--- config.mk ---
export PLATFORM = sky130hd
export DESIGN_NAME = posit_field_extract
export DESIGN_NICKNAME = d
export VERILOG_FILES = /design/src/rtl/posit_pkg.sv /design/src/rtl/posit_skid_buffer.sv /design/src/rtl/posit_field_extract.sv
export SDC_FILE = /design/constraint.sdc
export NUM_CORES = 1
export LEC_CHECK = 0
export BUFFER_PORTS_ARGS = -buffer_cell sky130_fd_sc_hd__buf_2
export CORE_ASPECT_RATIO = 0.8
export CORE_MARGIN = 2
export CORE_UTILIZATION = 48
export CTS_BUF_LIST = sky130_fd_sc_hd__clkbuf_8
export DETAILED_ROUTE_END_ITERATION = 10
export PLACE_DENSITY = 0.82
export SLEW_MARGIN = 20
export SYNTH_ARGS = -nofsm -noshare
export SYNTH_HDL_FRONTEND = slang
export SYNTH_SLANG_ARGS = --single-unit
--- constraint.sdc ---
create_clock -name clk -period 1.5 [get_ports clk]
set_input_delay 0 -clock clk [delete_from_list [all_inputs] [get_ports clk]]
set_output_delay 0 -clock clk [all_outputs]
set_load 0.01 [all_outputs]
--- src/rtl/posit_pkg.sv ---
// Shared posit types and constants for the decode pipeline.
// Field bundle layout is fixed by the package defaults.
package posit_pkg;

    localparam int POSIT_BITS = 32;
    localparam int POSIT_ES   = 2;

    function automatic int frac_width(input int bits, input int es);
        return bits - es - 3;
    endfunction

    localparam int POSIT_FRAC_W = frac_width(POSIT_BITS, POSIT_ES);

    function automatic logic [POSIT_BITS-1:0] zero_pattern();
        return '0;
    endfunction

    function automatic logic [POSIT_BITS-1:0] nar_pattern();
        return {1'b1, {(POSIT_BITS-1){1'b0}}};
    endfunction

    typedef struct packed {
        logic                         sign;
        logic signed [POSIT_BITS-1:0] scale;
        logic [POSIT_FRAC_W:0]        frac;
        logic                         zero;
        logic                         nar;
    } posit_fields_t;

    typedef enum logic [1:0] {
        SKID_EMPTY,
        SKID_ONE,
        SKID_FULL
    } skid_state_t;

endpackage

--- src/rtl/posit_skid_buffer.sv ---
// Two-entry valid/ready register slice, full throughput.
// Main entry drives the outputs; skid absorbs one word of backpressure.
module posit_skid_buffer
    import posit_pkg::*;
#(
    parameter int W = 8
) (
    input  logic         clk,
    input  logic         rst,
    input  logic         in_valid,
    output logic         in_ready,
    input  logic [W-1:0] in_data,
    output logic         out_valid,
    input  logic         out_ready,
    output logic [W-1:0] out_data
);

    skid_state_t  state_q;
    skid_state_t  state_n;
    logic [W-1:0] main_q;
    logic [W-1:0] skid_q;
    logic         ready_q;
    logic         xfer_in;
    logic         xfer_out;
    logic         load_main;
    logic         load_skid;
    logic         pop_skid;

    assign xfer_in  = in_valid & ready_q;
    assign xfer_out = (state_q != SKID_EMPTY) & out_ready;

    always_comb begin
        state_n   = state_q;
        load_main = 1'b0;
        load_skid = 1'b0;
        pop_skid  = 1'b0;
        unique case (state_q)
            SKID_EMPTY: begin
                if (xfer_in) begin
                    state_n   = SKID_ONE;
                    load_main = 1'b1;
                end
            end
            SKID_ONE: begin
                if (xfer_in && xfer_out) begin
                    load_main = 1'b1;
                end else if (xfer_in) begin
                    state_n   = SKID_FULL;
                    load_skid = 1'b1;
                end else if (xfer_out) begin
                    state_n = SKID_EMPTY;
                end
            end
            SKID_FULL: begin
                if (xfer_out) begin
                    state_n  = SKID_ONE;
                    pop_skid = 1'b1;
                end
            end
            default: state_n = SKID_EMPTY;
        endcase
    end

    always_ff @(posedge clk) begin
        if (rst) begin
            state_q <= SKID_EMPTY;
            ready_q <= 1'b0;
            main_q  <= '0;
            skid_q  <= '0;
        end else begin
            state_q <= state_n;
            ready_q <= (state_n != SKID_FULL);
            if (load_main) begin
                main_q <= in_data;
            end else if (pop_skid) begin
                main_q <= skid_q;
            end
            if (load_skid) begin
                skid_q <= in_data;
            end
        end
    end

    assign in_ready  = ready_q;
    assign out_valid = (state_q != SKID_EMPTY);
    assign out_data  = main_q;

endmodule

--- src/rtl/posit_field_extract.sv ---
// Unpacks sign, scale, hidden-bit fraction and special flags
// from the regime-stripped posit word, behind a skid buffer.
module posit_field_extract
    import posit_pkg::*;
#(
    parameter  int BITS   = POSIT_BITS,
    parameter  int ES     = POSIT_ES,
    localparam int FRAC_W = frac_width(BITS, ES)
) (
    input  logic                   clk,
    input  logic                   rst,
    input  logic                   in_valid,
    output logic                   in_ready,
    input  logic [BITS-1:0]        in_raw,
    input  logic signed [BITS-1:0] in_seed,
    input  logic [BITS-1:0]        in_shifted,
    output logic                   out_valid,
    input  logic                   out_ready,
    output logic                   out_sign,
    output logic signed [BITS-1:0] out_scale,
    output logic [FRAC_W:0]        out_frac,
    output logic                   out_zero,
    output logic                   out_nar
);

    logic [ES-1:0]   exp_c;
    logic [BITS-1:0] exp_ext;
    logic            is_zero;
    logic            is_nar;
    posit_fields_t   fields_c;
    posit_fields_t   fields_q;

    assign exp_c   = in_shifted[BITS-1 -: ES];
    assign exp_ext = {{(BITS-ES){1'b0}}, exp_c};
    assign is_zero = (in_raw == zero_pattern());
    assign is_nar  = (in_raw == nar_pattern());

    // Specials ignore seed/shifted entirely.
    always_comb begin
        fields_c = '0;
        unique case (1'b1)
            is_zero: fields_c.zero = 1'b1;
            is_nar:  fields_c.nar  = 1'b1;
            default: begin
                fields_c.sign  = in_raw[BITS-1];
                fields_c.scale = (in_seed <<< ES) + exp_ext;
                fields_c.frac  = {1'b1, in_shifted[BITS-ES-1 -: FRAC_W]};
            end
        endcase
    end

    posit_skid_buffer #(
        .W($bits(posit_fields_t))
    ) u_skid (
        .clk      (clk),
        .rst      (rst),
        .in_valid (in_valid),
        .in_ready (in_ready),
        .in_data  (fields_c),
        .out_valid(out_valid),
        .out_ready(out_ready),
        .out_data (fields_q)
    );

    assign out_sign  = fields_q.sign;
    assign out_scale = fields_q.scale;
    assign out_frac  = fields_q.frac;
    assign out_zero  = fields_q.zero;
    assign out_nar   = fields_q.nar;

endmodule
==> results of run 1 <==
[stage by stage]
step | instance area (um2) | power (mW) | util [%]
finish | 7610 | 7.21 | 66.8
global placement | 6590 | 4.33 | 57.9
floorplan | 5540 | 4.01 | -
detailed placement | 6590 | 4.36 | 57.9
global route | 7610 | 7.48 | 66.8
CTS | 7560 | 7.25 | 66.4
[power groups by stage]
| stage | sequential [mW] | clock, mW | combinational [mW] |
|---|---|---|---|
| after floorplan | 3.70 | 0 | 0.311 |
| after global routing | 3.60 | 2.97 | 0.904 |
| final | 3.59 | 2.79 | 0.834 |
| after CTS | 3.59 | 2.84 | 0.821 |
| after global placement | 3.66 | 0 | 0.673 |
| after detailed placement | 3.67 | 0 | 0.696 |
[final cells by class]
class | count | share of cell area, %
multi-input combinational | 384 | 35.7
timing repair buffer | 247 | 23.1
clock inverter | 11 | 1.32
sequential | 129 | 34.0
tap | 148 | 2.43
clock buffer | 19 | 3.44
[cells in the final DEF, fill, tap and decap left out, drive strengths merged]
cell type and count:
nor2 7, a21oi 39, mux2i 64, nor3 2, o31ai 22, o22ai 40
clkbuf 20, o32ai 22, dlygate4sd3 61, buf 185, clkinv 5, nor4 7
o21ai 2, or3 1, a211oi 1, o211ai 37, dfxtp 129, bufinv 2
or4 1, and3b 1, nand2b 24, xnor2 1, or2 2, a21o 1
o21a 1, nand4 2, nand3b 65, nand2 41, inv 4, nor2b 1
[routing by layer]
metal	global-route usage (%)	vias up	share of wire (%)
li1	-	2557	-
met1	31.3	2602	41
met2	45.6	218	51
met3	6.53	34	6.4
met4	11.5	0	2.3
met5	0	-	0
[sequential cells by signal (all words and copies together), names as in the netlist]
signal,flops
u_skid.state_q,2
u_skid.in_ready,1
u_skid.out_data,63
u_skid.skid_q,63
[cell families (layout without fill, tap and decap cells)]
logic type,count (synthesis),after routing,synth area share [%]
multiplexers,64,64,11.6
flip-flops,129,129,46.6
AND/OR/NAND/NOR,154,154,16.7
XOR/XNOR,1,1,0.158
buffers and inverters,64,277,4.83
AO/OA/AOI/OAI,165,165,20.1
[worst max-delay path, cell delays in order (launching register included)]
cell,delay (ns)
sky130_fd_sc_hd__dfxtp_2,0.34
sky130_fd_sc_hd__nand3b_1,0.28
sky130_fd_sc_hd__buf_4,0.22
sky130_fd_sc_hd__clkbuf_16,0.19
sky130_fd_sc_hd__mux2i_1,0.17
sky130_fd_sc_hd__o32ai_1,0.11
[final timing paths]
path,startpoint,cells past startpoint,end,slack [ns]
min,rst,3,u_skid.in_ready$_SDFF_PP0_,0.04
min reg2reg,u_skid.skid_q[22]$_SDFFE_PP0P_,2,u_skid.skid_q[22]$_SDFFE_PP0P_,0.46
max,u_skid.state_q[0]$_SDFF_PP0_,5,u_skid.out_data[54]$_SDFFE_PP0P_,0.07
max reg2reg,u_skid.state_q[0]$_SDFF_PP0_,5,u_skid.out_data[54]$_SDFFE_PP0P_,0.07
[repair_timing]
| action | CTS | global route |
|---|---|---|
| hold endpoints to repair | 126 | 0 |
| setup buffers | 0 | 1 |
| hold buffers | 61 | 0 |
| setup endpoints to repair | 0 | 84 |
| gates resized for setup | 0 | 7 |
==> flow_summary.rst, run 1 <==
.. list-table::
   :header-rows: 1

   * - Metric
     - Value
   * - Clock-pin slew on the worst setup and hold paths
     - roughly 0.07 ns
   * - CP required
     - 1.82 ns
   * - Placed wire-length estimate after detailed placement
     - 9.93 mm
   * - Sink count of the clock tree
     - 129
   * - Reported leakage power
     - 3.40 nW
   * - Pins over their slew limit
     - 0
   * - Slew margin rel.
     - roughly three quarters
   * - Average wire length per cell after detail routing
     - 17.5 um
   * - Number of flops mapped to enable cells by yosys
     - 0
   * - Most used standard cell by instance count after synthesis
     - sky130_fd_sc_hd__dfxtp_1
   * - Drt pass-1 iters
     - 5
   * - Total of buffers placed on input and output ports
     - 159
   * - Worst setup timing slack at the placement stage
     - -0.0410 ns
   * - Fmax
     - roughly 700 MHz
   * - Gate Count Post-Synth
     - 577
   * - Sequential cell fraction of total power
     - between 40% and 50%
   * - Internal power consumption
     - roughly 5.5 mW
   * - Cell at the root of the clock tree
     - sky130_fd_sc_hd__clkbuf_8
   * - Register area share after synthesis
     - 46.6%
   * - Top-level port count
     - ~170
   * - Clock latency reported for the late side of the worst-skew pair
     - 0.44 ns
   * - Synth Area per Inst
     - 9.60 um2
   * - Setup Viol. Count Final
     - 0
   * - Seq cells post-synth
     - 129
   * - Die ar.
     - 12,400 um2
   * - Top cell type by total area after synthesis
     - sky130_fd_sc_hd__dfxtp_1
   * - Std cell rows
     - 35
   * - Global-route wire length before repair
     - 25.8 mm
   * - Async set-reset flop share out of synthesis
     - 0%
   * - Detailed-route DRC error count
     - 0
   * - Number of buffers created by CTS
     - 17
   * - Critical path fanouts, max
     - 16
   * - WL final
     - 16.4 mm
   * - Final clock period utilization by the worst path
     - about 95%
   * - Via-per-instance ratio
     - 5.77
   * - Die height
     - 100 um
   * - Post-Syn Nets
     - 677
   * - Area Growth Syn to Fin
     - 37.4%
   * - Number of diodes
     - 0
   * - Aggregate negative setup slack
     - 0 ns
   * - Final Hold Vio Count
     - 0
   * - Class of the worst hold path
     - input port to flop
   * - Unrepaired setup endpoints after global routing
     - false
   * - Number of routed nets with antenna violations
     - 0
   * - Minimum setup slack in the final design
     - 0.0748 ns
   * - Worst IR Drop VDD
     - around 640 uV
   * - Number of maximum-capacitance violations
     - 0
   * - Critical Path Sink Type
     - flop
   * - Overflow left after global routing
     - 0
   * - Arrival time of the worst setup path
     - 1.75 ns
   * - Filler Cell Count
     - 880
   * - Transition time at the pin with the least slew margin
     - roughly 0.39 ns
   * - Area share of the leading cell type in the synthesized netlist
     - a little under half
   * - Initial antenna violation count
     - 0
   * - Core Region
     - 11,400 um2
   * - Sequential cell area
     - 2580 um2
   * - Switching share of total power
     - 24.2%
   * - Multi-input combinational cell area
     - 2720 um2
   * - Clock power share
     - 38.7%
   * - Synth warn
     - 0
   * - Routability cong.
     - around 0.76
   * - Power dissipated by switching net loads
     - 1.74 mW
   * - Shortest clock period the worst path allows after layout
     - 1.43 ns
   * - Die span in x
     - 124 um
   * - Synth cell types
     - 28
   * - Final worst clock skew
     - 0.0105 ns
   * - Fraction of final layout cells with drive strength greater than 1
     - 28.2%
   * - Launching element type of the critical path
     - flop
   * - Vias post-DR
     - 5,411
   * - Cell types occupying the most area after synthesis
     - sky130_fd_sc_hd__dfxtp_1, sky130_fd_sc_hd__mux2i_1, sky130_fd_sc_hd__nand3b_1
   * - Share of total power in combinational logic
     - 11.6%
   * - Pwr per Cell Area
     - 948 nW/um2
   * - Final-layout worst hold slack
     - 0.0444 ns
   * - Total standard cell area after synthesis
     - 5540 um2
   * - Clock tree from TritonCTS
     - done
   * - Inst Count DP
     - around 850
   * - Count of non-filler cells in the finished layout
     - 938
   * - Number of global-route vias before repair
     - 5,369
   * - DR iter-0 viols
     - 551
   * - Max Buffers Root-to-Sink
     - 2
   * - CTS H-tree lvls
     - 4
   * - Result of the run
     - completed
   * - Number of nets in the finished design
     - 879
   * - Leading cell types by count after synthesis
     - sky130_fd_sc_hd__dfxtp_1, sky130_fd_sc_hd__nand3b_1, sky130_fd_sc_hd__mux2i_1, sky130_fd_sc_hd__nand2_1, sky130_fd_sc_hd__o22ai_1
   * - Maximum number of pins on one net before global-route repair
     - 68
   * - Kind of critical path
     - flop to flop
   * - Starting utilization of the core area
     - 48.6%
   * - Prevailing post-synth register cell
     - sky130_fd_sc_hd__dfxtp_1
   * - Overall track demand over capacity in global routing
     - 26.5%
Power figures use the tool's default switching activity.
==> inputs of run 2 (changes only) <==
--- a/config.mk
+++ b/config.mk
@@ -8,11 +8,12 @@
 export BUFFER_PORTS_ARGS = -buffer_cell sky130_fd_sc_hd__buf_2
 export CORE_ASPECT_RATIO = 0.8
 export CORE_MARGIN = 2
-export CORE_UTILIZATION = 48
+export CORE_UTILIZATION = 49
 export CTS_BUF_LIST = sky130_fd_sc_hd__clkbuf_8
 export DETAILED_ROUTE_END_ITERATION = 10
-export PLACE_DENSITY = 0.82
+export PLACE_DENSITY = 0.83
 export SLEW_MARGIN = 20
 export SYNTH_ARGS = -nofsm -noshare
 export SYNTH_HDL_FRONTEND = slang
+export SYNTH_HIERARCHICAL = 1
 export SYNTH_SLANG_ARGS = --single-unit
==> run 2 against run 1 <==
  * The run now ends with setup timing left
  * Utilization is 10 points higher
  * Sequential share of layout area is 5.1 points lower
  * Worst hold slack better by 0.023 ns
  * Sequential power is 2% higher
  * Cell count is 19% higher
  * First-iteration DRC count is 12% higher
  * Non-clock buffer count is 31 higher
  * Combinational power is 65% higher
  * Largest cell class unchanged
  * Largest power group unchanged
==> flow_summary.rst, run 2 <==
.. list-table::
   :header-rows: 1

   * - Metric
     - Value
   * - Result of the run
     - complete, but fails checks
   * - Failing checks
     - setup timing
   * - Initial antenna violation count
     - 0 (unchanged)
   * - Fmax
     - 634 MHz (-9.7%)
   * - Count of non-filler cells in the finished layout
     - 1,119 (+19%)
   * - Number of flops mapped to enable cells by yosys
     - 0 (unchanged)
   * - Number of routed nets with antenna violations
     - 0 (unchanged)
   * - Reported leakage power
     - 3.48 nW (+2.5%)
   * - Number of global-route vias before repair
     - 5,938 (+11%)
   * - Synth cell types
     - 29 (+3.6%)
   * - Pwr per Cell Area
     - 851 nW/um2 (-10%)
   * - Launching element type of the critical path
     - flop
   * - Critical path fanouts, max
     - 8 (-8)
   * - Top cell type by total area after synthesis
     - sky130_fd_sc_hd__dfxtp_1
   * - Seq cells post-synth
     - 129 (unchanged)
   * - Leading cell types by count after synthesis
     - sky130_fd_sc_hd__nand2_1, sky130_fd_sc_hd__dfxtp_1, sky130_fd_sc_hd__nor2_1, sky130_fd_sc_hd__a21oi_1, sky130_fd_sc_hd__a21boi_0
   * - Synth warn
     - 6 (+6)
   * - Area share of the leading cell type in the synthesized netlist
     - 43.6% (-3.1 points)
   * - Post-Syn Nets
     - 830 (+23%)
   * - Internal power consumption
     - 5.49 mW (+0.44%)
   * - Top-level port count
     - 165 (unchanged)
   * - Class of the worst hold path
     - input port to flop
   * - Worst setup timing slack at the placement stage
     - -0.0762 ns (-0.0352 ns)
   * - Placed wire-length estimate after detailed placement
     - 9.64 mm (-2.9%)
   * - Total of buffers placed on input and output ports
     - 159 (unchanged)
   * - Number of maximum-capacitance violations
     - 0 (unchanged)
   * - Core Region
     - 11,600 um2 (+2.3%)
   * - Switching share of total power
     - 27.8% (+3.6 points)
   * - Register area share after synthesis
     - 43.6% (-3.1 points)
   * - Die ar.
     - 13,000 um2 (+4.7%)
   * - Final Hold Vio Count
     - 0 (unchanged)
   * - Via-per-instance ratio
     - 5.84 (+1.3%)
   * - Cell at the root of the clock tree
     - sky130_fd_sc_hd__clkbuf_8
   * - Inst Count DP
     - 992 (+17%)
   * - Std cell rows
     - 35 (unchanged)
   * - Worst IR Drop VDD
     - 526 uV (-18%)
   * - Clock tree from TritonCTS
     - done
   * - Cell types occupying the most area after synthesis
     - sky130_fd_sc_hd__dfxtp_1, sky130_fd_sc_hd__nand2_1, sky130_fd_sc_hd__a311oi_2
   * - Critical Path Sink Type
     - flop
   * - Starting utilization of the core area
     - 50.9% (+2.3 points)
   * - Drt pass-1 iters
     - 7 (+2)
   * - Global-route wire length before repair
     - 28.6 mm (+11%)
   * - Slew margin rel.
     - 66.3% (-7.4 points)
   * - DR iter-0 viols
     - 616 (+12%)
   * - Most frequent standard cell in the layout excluding fill and tap cells
     - sky130_fd_sc_hd__nand2_1
   * - Shortest clock period the worst path allows after layout
     - 1.58 ns (+0.153 ns)
   * - Clock power share
     - 33.7% (-5.0 points)
   * - Fraction of final layout cells with drive strength greater than 1
     - 40.0% (+12 points)
   * - Pins over their slew limit
     - 0 (unchanged)
   * - Total standard cell area after synthesis
     - 5930 um2 (+7.0%)
   * - Combinational family with the most area after synthesis
     - compound AO/OA/AOI/OAI gates
   * - Arrival time of the worst setup path
     - 1.91 ns (+0.16 ns)
   * - Area fraction in compound gates after synthesis
     - 26.7% (+6.6 points)
   * - Number of diodes
     - 0 (unchanged)
   * - Die height
     - 102 um (+2.3%)
   * - Kind of critical path
     - flop to flop
   * - Minimum setup slack in the final design
     - -0.0782 ns (-0.153 ns)
   * - Area share of and/or/nand/nor cells after synthesis
     - 22.9% (+6.2 points)
   * - Multiplexer share of the synthesized area
     - 0.359% (-11 points)
   * - Final worst clock skew
     - 0.0109 ns (+0.000438 ns)
   * - Maximum number of pins on one net before global-route repair
     - 48 (-29%)
   * - Area Growth Syn to Fin
     - 50.9%
   * - Sink count of the clock tree
     - 129 (unchanged)
   * - Average wire length per cell after detail routing
     - 19.2 um (+9.9%)
   * - Share of total power in combinational logic
     - 18.1% (+6.5 points)
   * - Final clock period utilization by the worst path
     - 105% (+10 points)
   * - Routability cong.
     - 0.768 (+0.70%)
   * - Clock latency reported for the late side of the worst-skew pair
     - 0.44 ns (about the same)
   * - Synth Area per Inst
     - 8.12 um2 (-15%)
   * - Number of nets in the finished design
     - 1,059 (+20%)
   * - Unrepaired setup endpoints after global routing
     - true
   * - Async set-reset flop share out of synthesis
     - 0% (unchanged)
   * - CTS H-tree lvls
     - 4 (unchanged)
   * - Die span in x
     - 127 um (+2.3%)
   * - WL final
     - 21.5 mm (+31%)
   * - Power dissipated by switching net loads
     - 2.11 mW (+21%)
   * - Overall track demand over capacity in global routing
     - 27.9% (+1.4 points)
   * - CP required
     - 1.83 ns (about the same)
   * - Gate Count Post-Synth
     - 730 (+27%)
   * - Detailed-route DRC error count
     - 0 (unchanged)
   * - Vias post-DR
     - 6,537 (+21%)
   * - Synthesized-area fraction occupied by xor and xnor cells
     - 0% (-0.16 points)
   * - Sequential cell fraction of total power
     - 48.2% (-1.6 points)
   * - Clock-pin slew on the worst setup and hold paths
     - 0.07 ns (about the same)
   * - Overflow left after global routing
     - 0 (unchanged)
   * - Max Buffers Root-to-Sink
     - 2 (unchanged)
   * - Transition time at the pin with the least slew margin
     - 0.501 ns (+0.110 ns)
   * - Setup Viol. Count Final
     - 38 (+38)
   * - Most used standard cell by instance count after synthesis
     - sky130_fd_sc_hd__nand2_1
   * - Number of buffers created by CTS
     - 17 (unchanged)
   * - Prevailing post-synth register cell
     - sky130_fd_sc_hd__dfxtp_1
   * - Adder-cell share of the synthesized area
     - 0% (unchanged)
   * - Most frequent cells in the layout
     - sky130_fd_sc_hd__nand2_1, sky130_fd_sc_hd__buf_2, sky130_fd_sc_hd__dfxtp_1
run 2: cell types whose count changed after synthesis, sizes merged, moves of 37 or more:
cell    change
o22ai      -40
nor2       +59
nand3b     -65
mux2i      -63
nand2     +213
a21boi     +60
o211ai     -37
a311oi     +63
run 2: kinds of logic after synthesis:
kind of cell           after synthesis
AOI/OAI and AO/OA                  188
DFF                                129
buffers and inverters               69
muxes                                2
and+or+nand+nor                    342
run 2: final cells by class:
type	instances	area (um2)
Clock buffer	20	275
Clock inverter	11	51.3
Fill cell	768	2700
Inverter	1	3.75
Multi-Input combinational cell	532	3380
Sequential cell	129	2580
Tap cell	148	185
Timing Repair Buffer	278	2470
run 2: repair_timing:
item | 4_1_cts | 5_1_grt
cloned | 6 | 17
buffers inserted | 7 | 3
endpoints found under the setup margin | 73 | 126
hold buffers | 63 | 0
resized for setup | 18 | 110
pin swaps | 3 | 13
hold endpoints to repair | 88 | 0
run 2: power by group through the flow:
stage / sequential, mW / combinational (mW) / clock [mW]
after global placement: 3.73 / 0.874 / 0
after global routing: 3.68 / 1.46 / 2.74
final: 3.67 / 1.38 / 2.57
after CTS: 3.66 / 1.17 / 2.57
after floorplan: 3.78 / 0.474 / 0
after detailed placement: 3.73 / 0.898 / 0
run 2: final timing paths:
kind	start	end	slack [ns]	depth (start not counted)
max	u_skid/state_q[0]$_SDFF_PP0_	u_skid/out_data[2]$_SDFFE_PP0P_	-0.08	7
min	out_ready	u_skid/state_q[0]$_SDFF_PP0_	0.07	4
max reg2reg	u_skid/state_q[0]$_SDFF_PP0_	u_skid/out_data[2]$_SDFFE_PP0P_	-0.08	7
min reg2reg	u_skid/skid_q[54]$_SDFFE_PP0P_	u_skid/skid_q[54]$_SDFFE_PP0P_	0.46	2
run 2: stage by stage:
step / utilization [%] / cell area, um2 / setup TNS (ns) / power [mW] / hold slack, ns
3_3_place_gp: 59.2 / 6900 / -0.0491 / 4.61 / 0.294
3_5_place_dp: 59.2 / 6900 / -0.642 / 4.63 / 0.304
6_report: 76.8 / 8950 / -0.729 / 7.61 / 0.0674
2_1_floorplan: - / 5930 / 0 / 4.26 / 0.124
4_1_cts: 70.1 / 8160 / -0.450 / 7.39 / 0.0179
5_1_grt: 76.8 / 8950 / -5.84 / 7.88 / 0.0635
run 2: worst max-delay path: stages (launching register included):
cell                        delay, ns
sky130_fd_sc_hd__dfxtp_2         0.33
sky130_fd_sc_hd__buf_4           0.13
sky130_fd_sc_hd__nand2b_4        0.15
sky130_fd_sc_hd__nor2_4          0.14
sky130_fd_sc_hd__buf_12          0.17
sky130_fd_sc_hd__clkbuf_16       0.17
sky130_fd_sc_hd__nand2_1         0.07
sky130_fd_sc_hd__a311oi_2        0.31
run 2: routing by layer:
| layer | vias to the layer above | part of all wire [%] | wire (um) | track usage (%) |
|---|---|---|---|---|
| met5 | - | 0 | 0 | 0 |
| met4 | 0 | 2.7 | 577 | 13.9 |
| met1 | 3090 | 40 | 8540 | 33.2 |
| met3 | 59 | 8.8 | 1890 | 5.45 |
| li1 | 2968 | - | - | - |
| met2 | 420 | 49 | 10500 | 48.8 |
